$ cat src/rtl/mem_bus_arbiter_if.sv
// Bus bundle between the three requesting masters (debug, LSU, IF), the arbiter and the shared RAM port.
// The slave modport is the arbiter's view; the master modport is the environment (masters plus RAM).
interface mem_bus_arbiter_if #(
  parameter int ADDR_W = 32,
  parameter int DATA_W = 32
);
  localparam int STRB_W = DATA_W / 8;

  // Handshake: a master raises mN_req_i and holds we/addr/wdata/wstrb stable until the
  // one-cycle mN_gnt_o pulse; the transaction ends with a one-cycle mN_rvalid_o pulse
  // carrying rdata/err. Toward the RAM, s_req_o is held until s_ack_i (rdata valid in
  // the same cycle) or until the arbiter gives up on a timeout.
  logic              m0_req_i;
  logic              m0_we_i;
  logic [ADDR_W-1:0] m0_addr_i;
  logic [DATA_W-1:0] m0_wdata_i;
  logic [STRB_W-1:0] m0_wstrb_i;
  logic              m0_gnt_o;
  logic              m0_rvalid_o;
  logic [DATA_W-1:0] m0_rdata_o;
  logic              m0_err_o;

  logic              m1_req_i;
  logic              m1_we_i;
  logic [ADDR_W-1:0] m1_addr_i;
  logic [DATA_W-1:0] m1_wdata_i;
  logic [STRB_W-1:0] m1_wstrb_i;
  logic              m1_gnt_o;
  logic              m1_rvalid_o;
  logic [DATA_W-1:0] m1_rdata_o;
  logic              m1_err_o;

  logic              m2_req_i;
  logic              m2_we_i;
  logic [ADDR_W-1:0] m2_addr_i;
  logic [DATA_W-1:0] m2_wdata_i;
  logic [STRB_W-1:0] m2_wstrb_i;
  logic              m2_gnt_o;
  logic              m2_rvalid_o;
  logic [DATA_W-1:0] m2_rdata_o;
  logic              m2_err_o;

  logic              s_req_o;
  logic              s_we_o;
  logic [ADDR_W-1:0] s_addr_o;
  logic [DATA_W-1:0] s_wdata_o;
  logic [STRB_W-1:0] s_wstrb_o;
  logic              s_ack_i;
  logic [DATA_W-1:0] s_rdata_i;

  modport slave (
    input  m0_req_i, m0_we_i, m0_addr_i, m0_wdata_i, m0_wstrb_i,
    output m0_gnt_o, m0_rvalid_o, m0_rdata_o, m0_err_o,
    input  m1_req_i, m1_we_i, m1_addr_i, m1_wdata_i, m1_wstrb_i,
    output m1_gnt_o, m1_rvalid_o, m1_rdata_o, m1_err_o,
    input  m2_req_i, m2_we_i, m2_addr_i, m2_wdata_i, m2_wstrb_i,
    output m2_gnt_o, m2_rvalid_o, m2_rdata_o, m2_err_o,
    output s_req_o, s_we_o, s_addr_o, s_wdata_o, s_wstrb_o,
    input  s_ack_i, s_rdata_i
  );

  modport master (
    output m0_req_i, m0_we_i, m0_addr_i, m0_wdata_i, m0_wstrb_i,
    input  m0_gnt_o, m0_rvalid_o, m0_rdata_o, m0_err_o,
    output m1_req_i, m1_we_i, m1_addr_i, m1_wdata_i, m1_wstrb_i,
    input  m1_gnt_o, m1_rvalid_o, m1_rdata_o, m1_err_o,
    output m2_req_i, m2_we_i, m2_addr_i, m2_wdata_i, m2_wstrb_i,
    input  m2_gnt_o, m2_rvalid_o, m2_rdata_o, m2_err_o,
    input  s_req_o, s_we_o, s_addr_o, s_wdata_o, s_wstrb_o,
    output s_ack_i, s_rdata_i
  );
endinterface

$ cat src/rtl/mem_bus_arbiter.sv
// Three-master arbiter for the shared RAM port: fixed priority debug > LSU > IF with an IF
// starvation boost, one transaction in flight, slave timeout and flush of IF responses.
module mem_bus_arbiter #(
  parameter int ADDR_W      = 32,
  parameter int DATA_W      = 32,
  parameter int TIMEOUT_CYC = 255,
  parameter int STARVE_MAX  = 8,
  parameter int CNT_W       = 8
) (
  input  logic             clk_i,
  input  logic             rstn,
  input  logic             flush_i,
  output logic [1:0]       stall_o,
  output logic [1:0]       dbg_state,
  output logic [CNT_W-1:0] dbg_age,
  mem_bus_arbiter_if.slave bus
);
  localparam int STRB_W = DATA_W / 8;
  localparam logic [CNT_W-1:0] TO_LAST = CNT_W'(TIMEOUT_CYC - 1);
  localparam logic [CNT_W-1:0] STARVE  = CNT_W'(STARVE_MAX);

  typedef enum logic [1:0] {IDLE = 2'd0, BUSY = 2'd1, RESP = 2'd2} state_t;

  state_t            state_q;
  logic [1:0]        owner_q;
  logic [CNT_W-1:0]  tcnt_q;
  logic [CNT_W-1:0]  age_q;
  logic              flushed_q;
  logic [DATA_W-1:0] rdata_q;
  logic              err_q;
  logic              s_req_q;
  logic              s_we_q;
  logic [ADDR_W-1:0] s_addr_q;
  logic [DATA_W-1:0] s_wdata_q;
  logic [STRB_W-1:0] s_wstrb_q;

  logic [2:0]        req;
  logic [2:0]        gnt;
  logic [2:0]        rvalid;
  logic [1:0]        win;
  logic              resp_kill;
  logic              sel_we;
  logic [ADDR_W-1:0] sel_addr;
  logic [DATA_W-1:0] sel_wdata;
  logic [STRB_W-1:0] sel_wstrb;

  // A starved IF request outranks both other masters for exactly one arbitration.
  always_comb begin
    req = {bus.m2_req_i, bus.m1_req_i, bus.m0_req_i};
    win = 2'd2;
    if (req[2] && (age_q == STARVE)) win = 2'd2;
    else if (req[0])                 win = 2'd0;
    else if (req[1])                 win = 2'd1;
    gnt = ((state_q == IDLE) && (req != 3'b000)) ? (3'b001 << win) : 3'b000;
  end

  always_comb begin
    sel_we    = bus.m0_we_i;
    sel_addr  = bus.m0_addr_i;
    sel_wdata = bus.m0_wdata_i;
    sel_wstrb = bus.m0_wstrb_i;
    case (win)
      2'd1: begin
        sel_we    = bus.m1_we_i;
        sel_addr  = bus.m1_addr_i;
        sel_wdata = bus.m1_wdata_i;
        sel_wstrb = bus.m1_wstrb_i;
      end
      2'd2: begin
        sel_we    = bus.m2_we_i;
        sel_addr  = bus.m2_addr_i;
        sel_wdata = bus.m2_wdata_i;
        sel_wstrb = bus.m2_wstrb_i;
      end
      default: begin
      end
    endcase
  end

  always_ff @(posedge clk_i) begin
    if (!rstn) begin
      state_q   <= IDLE;
      owner_q   <= 2'd0;
      tcnt_q    <= '0;
      age_q     <= '0;
      flushed_q <= 1'b0;
      rdata_q   <= '0;
      err_q     <= 1'b0;
      s_req_q   <= 1'b0;
      s_we_q    <= 1'b0;
      s_addr_q  <= '0;
      s_wdata_q <= '0;
      s_wstrb_q <= '0;
    end else begin
      if (!req[2]) begin
        age_q <= '0;
      end else if (state_q == IDLE) begin
        if (flush_i || gnt[2]) age_q <= '0;
        else if (age_q < STARVE) age_q <= age_q + 1'b1;
      end

      case (state_q)
        IDLE: begin
          if (req != 3'b000) begin
            state_q   <= BUSY;
            owner_q   <= win;
            tcnt_q    <= '0;
            flushed_q <= 1'b0;
            s_req_q   <= 1'b1;
            s_we_q    <= sel_we;
            s_addr_q  <= sel_addr;
            s_wdata_q <= sel_wdata;
            s_wstrb_q <= sel_wstrb;
          end
        end
        BUSY: begin
          if ((owner_q == 2'd2) && flush_i) flushed_q <= 1'b1;
          if (bus.s_ack_i) begin
            rdata_q <= bus.s_rdata_i;
            err_q   <= 1'b0;
            s_req_q <= 1'b0;
            tcnt_q  <= '0;
            state_q <= RESP;
          end else if (tcnt_q == TO_LAST) begin
            rdata_q <= '0;
            err_q   <= 1'b1;
            s_req_q <= 1'b0;
            tcnt_q  <= '0;
            state_q <= RESP;
          end else begin
            tcnt_q <= tcnt_q + 1'b1;
          end
        end
        RESP:    state_q <= IDLE;
        default: state_q <= IDLE;
      endcase
    end
  end

  // A flush seen during the response cycle itself still kills the IF completion.
  assign resp_kill = (owner_q == 2'd2) && (flushed_q || flush_i);
  assign rvalid    = ((state_q == RESP) && !resp_kill) ? (3'b001 << owner_q) : 3'b000;

  assign bus.m0_gnt_o    = gnt[0];
  assign bus.m1_gnt_o    = gnt[1];
  assign bus.m2_gnt_o    = gnt[2];
  assign bus.m0_rvalid_o = rvalid[0];
  assign bus.m1_rvalid_o = rvalid[1];
  assign bus.m2_rvalid_o = rvalid[2];
  assign bus.m0_rdata_o  = rdata_q;
  assign bus.m1_rdata_o  = rdata_q;
  assign bus.m2_rdata_o  = rdata_q;
  assign bus.m0_err_o    = err_q;
  assign bus.m1_err_o    = err_q;
  assign bus.m2_err_o    = err_q;

  assign bus.s_req_o   = s_req_q;
  assign bus.s_we_o    = s_we_q;
  assign bus.s_addr_o  = s_addr_q;
  assign bus.s_wdata_o = s_wdata_q;
  assign bus.s_wstrb_o = s_wstrb_q;

  assign stall_o[0] = (req[1] && !gnt[1]) || ((state_q == BUSY) && (owner_q == 2'd1));
  assign stall_o[1] = (req[2] && !gnt[2]) || ((state_q == BUSY) && (owner_q == 2'd2));

  assign dbg_state = state_q;
  assign dbg_age   = age_q;
endmodule
$ cat src/flat_wrapper.sv
// flat-port wrapper written by rule: the top's interface ports become plain ports
module mem_bus_arbiter_flat 
#(
  parameter int ADDR_W      = 32,
  parameter int DATA_W      = 32,
  parameter int TIMEOUT_CYC = 255,
  parameter int STARVE_MAX  = 8,
  parameter int CNT_W       = 8
)
  (clk_i, rstn, flush_i, stall_o, dbg_state, dbg_age, bus_m0_req_i, bus_m0_we_i, bus_m0_addr_i, bus_m0_wdata_i, bus_m0_wstrb_i, bus_m0_gnt_o, bus_m0_rvalid_o, bus_m0_rdata_o, bus_m0_err_o, bus_m1_req_i, bus_m1_we_i, bus_m1_addr_i, bus_m1_wdata_i, bus_m1_wstrb_i, bus_m1_gnt_o, bus_m1_rvalid_o, bus_m1_rdata_o, bus_m1_err_o, bus_m2_req_i, bus_m2_we_i, bus_m2_addr_i, bus_m2_wdata_i, bus_m2_wstrb_i, bus_m2_gnt_o, bus_m2_rvalid_o, bus_m2_rdata_o, bus_m2_err_o, bus_s_req_o, bus_s_we_o, bus_s_addr_o, bus_s_wdata_o, bus_s_wstrb_o, bus_s_ack_i, bus_s_rdata_i);
  mem_bus_arbiter_if #(.ADDR_W(ADDR_W), .DATA_W(DATA_W)) bus_i ();
  input  logic clk_i;
  input  logic rstn;
  input  logic flush_i;
  output logic [1:0] stall_o;
  output logic [1:0] dbg_state;
  output logic [CNT_W-1:0] dbg_age;
  input wire logic [$bits(bus_i.m0_req_i)-1:0] bus_m0_req_i;
  input wire logic [$bits(bus_i.m0_we_i)-1:0] bus_m0_we_i;
  input wire logic [$bits(bus_i.m0_addr_i)-1:0] bus_m0_addr_i;
  input wire logic [$bits(bus_i.m0_wdata_i)-1:0] bus_m0_wdata_i;
  input wire logic [$bits(bus_i.m0_wstrb_i)-1:0] bus_m0_wstrb_i;
  output wire logic [$bits(bus_i.m0_gnt_o)-1:0] bus_m0_gnt_o;
  output wire logic [$bits(bus_i.m0_rvalid_o)-1:0] bus_m0_rvalid_o;
  output wire logic [$bits(bus_i.m0_rdata_o)-1:0] bus_m0_rdata_o;
  output wire logic [$bits(bus_i.m0_err_o)-1:0] bus_m0_err_o;
  input wire logic [$bits(bus_i.m1_req_i)-1:0] bus_m1_req_i;
  input wire logic [$bits(bus_i.m1_we_i)-1:0] bus_m1_we_i;
  input wire logic [$bits(bus_i.m1_addr_i)-1:0] bus_m1_addr_i;
  input wire logic [$bits(bus_i.m1_wdata_i)-1:0] bus_m1_wdata_i;
  input wire logic [$bits(bus_i.m1_wstrb_i)-1:0] bus_m1_wstrb_i;
  output wire logic [$bits(bus_i.m1_gnt_o)-1:0] bus_m1_gnt_o;
  output wire logic [$bits(bus_i.m1_rvalid_o)-1:0] bus_m1_rvalid_o;
  output wire logic [$bits(bus_i.m1_rdata_o)-1:0] bus_m1_rdata_o;
  output wire logic [$bits(bus_i.m1_err_o)-1:0] bus_m1_err_o;
  input wire logic [$bits(bus_i.m2_req_i)-1:0] bus_m2_req_i;
  input wire logic [$bits(bus_i.m2_we_i)-1:0] bus_m2_we_i;
  input wire logic [$bits(bus_i.m2_addr_i)-1:0] bus_m2_addr_i;
  input wire logic [$bits(bus_i.m2_wdata_i)-1:0] bus_m2_wdata_i;
  input wire logic [$bits(bus_i.m2_wstrb_i)-1:0] bus_m2_wstrb_i;
  output wire logic [$bits(bus_i.m2_gnt_o)-1:0] bus_m2_gnt_o;
  output wire logic [$bits(bus_i.m2_rvalid_o)-1:0] bus_m2_rvalid_o;
  output wire logic [$bits(bus_i.m2_rdata_o)-1:0] bus_m2_rdata_o;
  output wire logic [$bits(bus_i.m2_err_o)-1:0] bus_m2_err_o;
  output wire logic [$bits(bus_i.s_req_o)-1:0] bus_s_req_o;
  output wire logic [$bits(bus_i.s_we_o)-1:0] bus_s_we_o;
  output wire logic [$bits(bus_i.s_addr_o)-1:0] bus_s_addr_o;
  output wire logic [$bits(bus_i.s_wdata_o)-1:0] bus_s_wdata_o;
  output wire logic [$bits(bus_i.s_wstrb_o)-1:0] bus_s_wstrb_o;
  input wire logic [$bits(bus_i.s_ack_i)-1:0] bus_s_ack_i;
  input wire logic [$bits(bus_i.s_rdata_i)-1:0] bus_s_rdata_i;
  assign bus_i.m0_req_i = bus_m0_req_i;
  assign bus_i.m0_we_i = bus_m0_we_i;
  assign bus_i.m0_addr_i = bus_m0_addr_i;
  assign bus_i.m0_wdata_i = bus_m0_wdata_i;
  assign bus_i.m0_wstrb_i = bus_m0_wstrb_i;
  assign bus_m0_gnt_o = bus_i.m0_gnt_o;
  assign bus_m0_rvalid_o = bus_i.m0_rvalid_o;
  assign bus_m0_rdata_o = bus_i.m0_rdata_o;
  assign bus_m0_err_o = bus_i.m0_err_o;
  assign bus_i.m1_req_i = bus_m1_req_i;
  assign bus_i.m1_we_i = bus_m1_we_i;
  assign bus_i.m1_addr_i = bus_m1_addr_i;
  assign bus_i.m1_wdata_i = bus_m1_wdata_i;
  assign bus_i.m1_wstrb_i = bus_m1_wstrb_i;
  assign bus_m1_gnt_o = bus_i.m1_gnt_o;
  assign bus_m1_rvalid_o = bus_i.m1_rvalid_o;
  assign bus_m1_rdata_o = bus_i.m1_rdata_o;
  assign bus_m1_err_o = bus_i.m1_err_o;
  assign bus_i.m2_req_i = bus_m2_req_i;
  assign bus_i.m2_we_i = bus_m2_we_i;
  assign bus_i.m2_addr_i = bus_m2_addr_i;
  assign bus_i.m2_wdata_i = bus_m2_wdata_i;
  assign bus_i.m2_wstrb_i = bus_m2_wstrb_i;
  assign bus_m2_gnt_o = bus_i.m2_gnt_o;
  assign bus_m2_rvalid_o = bus_i.m2_rvalid_o;
  assign bus_m2_rdata_o = bus_i.m2_rdata_o;
  assign bus_m2_err_o = bus_i.m2_err_o;
  assign bus_s_req_o = bus_i.s_req_o;
  assign bus_s_we_o = bus_i.s_we_o;
  assign bus_s_addr_o = bus_i.s_addr_o;
  assign bus_s_wdata_o = bus_i.s_wdata_o;
  assign bus_s_wstrb_o = bus_i.s_wstrb_o;
  assign bus_i.s_ack_i = bus_s_ack_i;
  assign bus_i.s_rdata_i = bus_s_rdata_i;
  mem_bus_arbiter #(.ADDR_W(ADDR_W), .DATA_W(DATA_W), .TIMEOUT_CYC(TIMEOUT_CYC), .STARVE_MAX(STARVE_MAX), .CNT_W(CNT_W)) u_core (.clk_i(clk_i), .rstn(rstn), .flush_i(flush_i), .stall_o(stall_o), .dbg_state(dbg_state), .dbg_age(dbg_age), .bus(bus_i));
endmodule
$ cat config.mk
export PLATFORM = sky130hd
export DESIGN_NAME = mem_bus_arbiter_flat
export DESIGN_NICKNAME = d
export VERILOG_FILES = /design/src/rtl/mem_bus_arbiter_if.sv /design/src/rtl/mem_bus_arbiter.sv /design/src/flat_wrapper.sv
export SDC_FILE = /design/constraint.sdc
export NUM_CORES = 1
export LEC_CHECK = 0
export CAP_MARGIN = 25
export CORE_AREA = 2 2 167 169
export CTS_BUF_LIST = sky130_fd_sc_hd__clkbuf_8
export CTS_CLUSTER_DIAMETER = 40
export CTS_CLUSTER_SIZE = 30
export DETAILED_ROUTE_END_ITERATION = 16
export DIE_AREA = 0 0 169 171
export DONT_BUFFER_PORTS = 1
export GPL_TIMING_DRIVEN = 0
export PLACE_DENSITY = 0.36
export SYNTH_ARGS = -nofsm -noshare
export SYNTH_HDL_FRONTEND = slang
export SYNTH_SLANG_ARGS = --single-unit
$ cat constraint.sdc
create_clock -name clk_i -period 3.5 [get_ports clk_i]
set_clock_uncertainty 0.1 [all_clocks]
set_input_delay 0.875 -clock clk_i [delete_from_list [all_inputs] [get_ports clk_i]]
set_output_delay 0.875 -clock clk_i [all_outputs]
set_load 0.01 [all_outputs]
# Word level (Yosys, flattened, before mapping)
# Cells that the tools add are included.
# word_totals
word_cells	87
reg_bits	124
in_bits	246
# classes
muxes	30
order_cmp	1
reduce_logical	29
addsub	2
shifts	2
n_eq_ne	11
# op_table
cell	count
$pmux W32 S2	2
$mux W32	2
$mux W8	5
$add A8 B1 Y8 const B	2
$pmux W8 S2	1
$mux W2	6
$reduce_and A2 Y1	6
$logic_and A1 B1 Y1	9
$eq A8 B4 Y1 const B	1
$eq A8 B8 Y1 const B	1
$lt A8 B4 Y1 const B	1
$pmux W4 S2	1
$mux W1	7
$eq A2 B1 Y1 const B	3
$eq A2 B2 Y1 const B	3
$mux W3	2
$pmux W1 S2	3
$reduce_and A3 Y1	2
$reduce_bool A2 Y1	3
$shl A1 B2 Y3 const A	2
$logic_or A1 B1 Y1	4
$pmux W2 S2	1
$logic_not A1 Y1	3
$ne A3 B2 Y1 const B	1
other kinds (4)	4

# Depth between registers and ports, before layout
# Gate-level depths: netlist of the first run.
# depth
ltp_word	8
depth_mapped	12
mapped_depth_nobuf	10

# Worst setup path after synthesis of the first run
# OpenSTA, ideal clock, no wires.
# synth_path
kind	input -> output
from	input bus_m2_req_i
to	output stall_o[1]
stages	8
setup_slack_ps	150
arrival_time_ps	2375
n_path_buf	2
cell_sequence	nand4b_1 -> o211a_1 -> inv_1 -> ha_1 -> clkbuf_1 -> clkbuf_1 -> and3_1 -> o21ai_0
# synth_via
elab_chain_len	7
elab_cells_between_ends	9
classes_between	1 x shift; 2 x mux; 6 x reduce/logical
# synth_rtl
element	line_no	rtl
start, declared	flat_wrapper.sv:36	input wire logic [$bits(bus_i.m2_req_i)-1:0] bus_m2_req_i;
$logic_and A1 B1 Y1	mem_bus_arbiter.sv:51	if (req[2] && (age_q == STARVE)) win = 2'd2;
$mux W2	mem_bus_arbiter.sv:51	
net u_core.win[0]	mem_bus_arbiter.sv:40	logic [1:0] win;
$shl A1 B2 Y3	mem_bus_arbiter.sv:54	gnt = ((state_q == IDLE) && (req != 3'b000)) ? (3'b001 << win) : 3'b000;
$mux W3	mem_bus_arbiter.sv:54	
net bus_m2_gnt_o	flat_wrapper.sv:41	output wire logic [$bits(bus_i.m2_gnt_o)-1:0] bus_m2_gnt_o;
$logic_not A1 Y1	mem_bus_arbiter.sv:164	assign stall_o[1] = (req[2] && !gnt[2]) || ((state_q == BUSY) && (owner_q == 2'd2));
$logic_and A1 B1 Y1	mem_bus_arbiter.sv:164	
$logic_or A1 B1 Y1	mem_bus_arbiter.sv:164	
end, declared	flat_wrapper.sv:15	output logic [1:0] stall_o;
# The timed path passes the listed nets, and every way through them passes these cells.

# Worst setup path in the final report of the first run
# layout_path
from	register u_core.age_q[7] (netlist: u_core.dbg_age[7])
to	output stall_o[0]
# layout_via
elab_chain_len	8
# layout_rtl
element	line_no	rtl
start, declared	mem_bus_arbiter.sv:27	logic [CNT_W-1:0] age_q;
start signal, assigned	mem_bus_arbiter.sv:99	else if (age_q < STARVE) age_q <= age_q + 1'b1;
$eq A8 B4 Y1	mem_bus_arbiter.sv:51	
$logic_and A1 B1 Y1	mem_bus_arbiter.sv:51	
$mux W2	mem_bus_arbiter.sv:51	
net u_core.win[0]	mem_bus_arbiter.sv:40	
$shl A1 B2 Y3	mem_bus_arbiter.sv:54	
$mux W3	mem_bus_arbiter.sv:54	
$logic_not A1 Y1	mem_bus_arbiter.sv:163	assign stall_o[0] = (req[1] && !gnt[1]) || ((state_q == BUSY) && (owner_q == 2'd1));
$logic_and A1 B1 Y1	mem_bus_arbiter.sv:163	
$logic_or A1 B1 Y1	mem_bus_arbiter.sv:163	
# The timed path passes the listed nets, and every way through them passes these cells.

==> results.ini, run 1 <==
[setup_path]
cp.arrival_ns = 2.39
end_kind = primary output
r2r_end = u_core.bus.s_wdata_o[15]
rrSetupSlack_ns = 0.26
path_class = reg2out
rr_startpoint = u_core.dbg_age[7]
worstRegToRegCells = 12
crit_path_start_kind = register
cp_max_fo = 10
critPathRequiredTime_ns = 2.52

[placed_design]
hpwl_um = 20700
place_congestion = 0.819
io_buffers = 0
placed_area_mm2 = 0.00674
dp_cells = 1107

[final_layout]
antenna_cells = 0
fillers = 3011
layout-drive-gt1-share_pct = 18.8
finalNetCount = 1037
utilization_pct = 26.9
postLayoutCellArea_mm2 = 0.00734
stdcell_count = 1143
areaGrowthSynthToFinish_pct = 16.7

[sta]
slew_headroom_pct = 52.0
drv_slew = 0
timing.final.crit_share_pct = 96.1
whs_ns = 0.422
clock.fmax_mhz = 297
min_period_ns = 3.36
rsz0062_at_grt = false
worst_pin_slew_ns = 0.720
setup_viol = 0
hold_viol = 0

[route]
dr.first_iter.drc_count = 260
drtAntennaViolNets = 0
vias = 5925
first_pass_iters = 5
wl_um = 26400
avgViaCountPerCell = 5.18
drt-wirelength-per-cell_um = 23.1
drc = 0

[clock_network]
clockBufferDepth = 2
clock_latency_ns = 0.43
root_buffer = clkbuf_8
htreeDepth = 4
cts_tree = done
path_clk_slew_ns = 0.08
cts_sinks = 124
cts_buffers = 17

[floorplanning]
die_height_um = 171
ios = 433
num_rows = 61
start_util_pct = 23.0
dieArea_mm2 = 0.0289
die_w_um = 169
core_mm2 = 0.0273

[worst_hold_path]
hold-path-cell-count = 2
hold_path.class = reg2reg
min_to = u_core.tcnt_q[1]
min-delay-start = u_core.tcnt_q[1]

[power_and_ir_drop]
power.leakage_nw = 2.76
p_per_area_mw_per_mm2 = 510
power.total_mw = 3.74
irDropWorstVdd_mv = 0.174

[synth]
yosysMostFrequentCell = nor2_1
netlist_instances = 760
ys.flop_type = dfxtp_1
yosysSeqAreaShare_pct = 39.5
synthArstFlopShare_pct = 0
yosys_warnings = 0
post-synth-top-area-cell = dfxtp_1
ys_ff_latch = 124
synth_area_leaders = dfxtp_1, a2111oi_0, nor2_1, a22oi_1, buf_4
synth_edf_count = 0
synth_top_area_share_pct = 39.5
synth.avg_cell_area_um2 = 8.28
syn_nets = 1013
netlist_area_mm2 = 0.00629
ys_types = 47
synth_commonest_cells = nor2_1, dfxtp_1, a21oi_1, a2111oi_0, a22oi_1

[grt]
grt_usage_pct = 17.7
grt_max_degree = 17
grt_antenna_before_repair = 0
grt_pass1_wl_um = 38100
grt_pass1_vias = 5980
grt.overflow.total = 0

[run_status]
outcome = finished clean

[flow_run]
drv_cap = 0

placed cells by master (no fill, tap or decap), types with 4 or more instances in the layout:
master,instances
dfxtp_2,4
buf_2,6
a22o_1,34
o21ai_0,5
nand2_1,10
dfxtp_1,119
and3_1,8
a2111oi_0,59
a21oi_1,76
inv_6,4
a2111oi_1,9
inv_1,8
xor2_1,4
nor2_1,152
nand2b_1,4
buf_4,73
clkbuf_1,43
nor3_1,6
a22oi_1,69
ha_1,5
clkbuf_2,14
clkbuf_8,17
stage by stage:
stage / setup TNS (ns) / worst slack (ns)
floorplan: 0 / 0.150
global placement: -23.00 / -0.906
detailed placement: -22.60 / -0.902
CTS: 0 / 0.000376
global route: 0 / 0.00872
finish: 0 / 0.136
critical path, stage by stage, from the launching register on:
cell     delay, ns
dfxtp_4       0.37
or4_4         0.53
buf_6         0.15
o211a_4       0.27
ha_4          0.18
buf_4         0.18
inv_1         0.08
o21ai_0       0.07
nand2_1       0.13
power breakdown:
group / internal (mW) / switching (mW)
Combinational: 0.253 / 0.414
Sequential: 1.52 / 0.165
Clock: 0.718 / 0.669
timing repair:
item / in CTS / in global routing
resized for setup: 34 / 29
hold buffers: 0 / 0
setup buffers: 5 / 2
endpoints found under the setup margin: 75 / 48
pin swaps: 0 / 2
logic make-up after synthesis:
group	after synthesis	synth area share [%]
multiplexers	1	0.179
adder cells (fa/ha/maj)	7	1.39
AO/OA/AOI/OAI	269	31.0
buffers and inverters	148	12.9
XOR/XNOR	6	0.835
AND/OR/NAND/NOR	205	14.2
flip-flops	124	39.5
state kept, by name, summed over array words and instances (netlist names):
register	flops
u_core.bus.s_addr_o	32
u_core.bus.s_wdata_o	32
u_core.bus.m0_err_o	1
u_core.owner_q	2
u_core.bus.s_we_o	1
u_core.flushed_q	1
u_core.bus.s_req_o	1
u_core.tcnt_q	8
u_core.bus.m0_rdata_o	32
u_core.dbg_state	2
u_core.bus.s_wstrb_o	4
u_core.dbg_age	8
cell type report:
| cell class | count | area [um2] | share of cell area, % |
|---|---|---|---|
| Multi-Input combinational cell | 488 | 3080 | 41.9 |
| Sequential cell | 124 | 2490 | 33.9 |
| Buffer | 135 | 802 | 10.9 |
| Tap cell | 346 | 433 | 5.90 |
| Clock buffer | 17 | 234 | 3.19 |
| Clock inverter | 15 | 186 | 2.54 |
| Timing Repair Buffer | 8 | 76.3 | 1.04 |
| Inverter | 10 | 37.5 | 0.512 |
how the worst max path moves through the flow:
stage | from | to | cells past startpoint
6_report | u_core.dbg_age[7] | stall_o[0] | 8
5_1_grt | u_core.dbg_age[7] | stall_o[0] | 8
4_1_cts | u_core.dbg_age[7] | stall_o[1] | 8
3_5_place_dp | u_core.dbg_age[4] | stall_o[1] | 9
3_3_place_gp | u_core.dbg_age[4] | stall_o[1] | 9
2_1_floorplan | bus_m2_req_i | stall_o[1] | 8
routing by layer:
| layer | GRT usage, % | up-vias | wire length (um) |
|---|---|---|---|
| met1 | 20.1 | 2828 | 10700 |
| li1 | - | 2789 | - |
| met3 | 5.55 | 15 | 2060 |
| met5 | 0 | - | 0 |
| met2 | 32.3 | 293 | 13400 |
| met4 | 3.86 | 0 | 281 |
No activity file was read; power rests on OpenSTA's default activity.
==> run 2, diff against run 1 <==
CORE_AREA = 2 2 169 171   (was 2 2 167 169)
DIE_AREA = 0 0 171 173   (was 0 0 169 171)
==> results.ini, run 2 (same netlist as run 1, synthesis figures left out) <==
[run_status]
outcome = finished clean

[setup_path]
crit_path_start_kind = register
rrSetupSlack_ns = 0.24  ; -0.02 ns
cp.buffers_inverters = 2  ; -1
cpPeakStageDelay_ns = 0.58  ; +0.05 ns
crit_path_cell_trace = or4_4 -> o211a_4 -> inv_4 -> ha_4 -> clkbuf_16 -> and3_4 -> o21ai_2
end_kind = primary output
crit_family = simple AND/OR/NAND/NOR gates
cp_max_fo = 10  ; unchanged
cp.arrival_ns = 2.39  ; about the same
critPathRequiredTime_ns = 2.52  ; about the same
path_class = reg2out
slowest_stage = or4_4

[placed_design]
place_congestion = 0.782  ; -4.6%
placed_area_mm2 = 0.00678  ; +0.59%
io_buffers = 0  ; unchanged
hpwl_um = 21100  ; +1.7%
place_ws_ns = -0.867  ; +0.0357 ns
dp_cells = 1139  ; +2.9%

[clock_network]
clockBufferDepth = 2  ; unchanged
cts_buffers = 17  ; unchanged
path_clk_slew_ns = 0.09  ; about the same
cts-hold-fix-buffers = 0  ; unchanged
cts_tree = done
root_buffer = clkbuf_8
htreeDepth = 4  ; unchanged
clock_latency_ns = 0.44  ; about the same
cts_sinks = 124  ; unchanged

[worst_hold_path]
hold_path.class = reg2reg

[grt]
grt_pass1_vias = 5946  ; -0.57%
grt_antenna_before_repair = 0  ; unchanged
grt_usage_pct = 17.6  ; -0.086 points
grt_max_degree = 17  ; unchanged
grt.overflow.total = 0  ; unchanged
grt_pass1_wl_um = 38400  ; +0.94%

[sta]
setup_ws_ns = 0.133  ; -0.00363 ns
slew_headroom_pct = 45.4  ; -6.6 points
worst_pin_slew_ns = 0.819  ; +0.0991 ns
clock.fmax_mhz = 297  ; -0.11%
timing.final.crit_share_pct = 96.2  ; +0.10 points
min_period_ns = 3.37  ; +0.00364 ns
rsz0062_at_grt = true
drv_slew = 0  ; unchanged
setup_viol = 0  ; unchanged
hold_viol = 0  ; unchanged
tns_ns = 0  ; unchanged

[route]
drc = 0  ; unchanged
wl_met2_um = 13500  ; +1.1%
avgViaCountPerCell = 5.01  ; -3.4%
drtAntennaViolNets = 0  ; unchanged
drt-wirelength-per-cell_um = 23.1  ; +0.28%
wl_met1_um = 11000  ; +2.5%
first_pass_iters = 4  ; -1
wl_um = 27100  ; +2.7%
dr.first_iter.drc_count = 189  ; -27%
dr_wl_met3_um = 2020  ; -2.1%
vias = 5861  ; -1.1%
top_layer = met4

[power_and_ir_drop]
irDropWorstVdd_mv = 0.154  ; -12%
power.total_mw = 3.69  ; -1.3%
power.leakage_nw = 2.70  ; -2.0%
p_per_area_mw_per_mm2 = 505  ; -0.92%

[final_layout]
layout-drive-gt1-share_pct = 17.8  ; -1.0 points
final_cell_mix = nor2_1, dfxtp_1, a21oi_1
final_common_cell = nor2_1
antenna_cells = 0  ; unchanged
areaGrowthSynthToFinish_pct = 16.2
stdcell_count = 1171  ; +2.4%
finalNetCount = 1033  ; -0.39%
postLayoutCellArea_mm2 = 0.00731  ; -0.43%

[floorplanning]
dieArea_mm2 = 0.0296  ; +2.4%
die_height_um = 173  ; +1.2%
die_w_um = 171  ; +1.2%
ios = 433  ; unchanged
start_util_pct = 22.8  ; -0.25 points
core_mm2 = 0.0276  ; +1.1%
num_rows = 61  ; unchanged

[flow_run]
drv_cap = 0  ; unchanged

==> run 2: path summary, 6_finish.rpt <==
path / start / end / depth (start not counted)
min: u_core.tcnt_q[1] / u_core.tcnt_q[1] / 2
max reg2reg: u_core.dbg_age[4] / u_core.bus.s_addr_o[7] / 10
max: u_core.dbg_age[4] / stall_o[1] / 7
min reg2reg: u_core.tcnt_q[1] / u_core.tcnt_q[1] / 2
==> run 2: where the power goes <==
part | internal (mW) | total, mW | leakage [nW] | switching (mW)
clock | 0.647 | 1.33 | 0.194 | 0.684
sequential | 1.52 | 1.69 | 1.02 | 0.170
combinational | 0.248 | 0.668 | 1.49 | 0.420
==> run 2: worst register-to-register path: cells and delay by family, from the launching register on <==
kind,cells,cell delay (ns)
and+or+nand+nor,3,0.80
AOI/OAI and AO/OA,3,0.79
buffers and inverters,3,0.78
DFF,1,0.38
adders and majority gates,1,0.34
==> run 2: per-layer routing <==
| layer | global-route usage, % | vias to the layer above |
|---|---|---|
| li1 | - | 2781 |
| met1 | 20.5 | 2770 |
| met2 | 30.5 | 280 |
| met3 | 4.78 | 30 |
| met4 | 6.36 | 0 |
| met5 | 0 | - |
==> run 2: metrics by stage <==
stage	hold slack, ns	util, %
after CTS	0.400	26.4
after floorplan	0.363	-
after global routing	0.412	26.4
after global placement	0.404	24.5
final	0.425	26.4
after detailed placement	0.409	24.5
==> run 2: final cells by class <==
| type | count | area, um2 |
|---|---|---|
| Fill cell | 3055 | 20300 |
| Clock inverter | 15 | 163 |
| Timing Repair Buffer | 4 | 33.8 |
| Tap cell | 378 | 473 |
| Multi-Input combinational cell | 488 | 3080 |
| Sequential cell | 124 | 2490 |
| Clock buffer | 17 | 234 |
| Buffer | 135 | 800 |
| Inverter | 10 | 40.0 |
==> run 2: what timing repair did <==
action / CTS / global route
endpoints found under the setup margin: 73 / 40
pin swaps: 1 / 1
setup buffers: 3 / 0
resized for setup: 31 / 24
endpoints found under the hold margin: 0 / 0
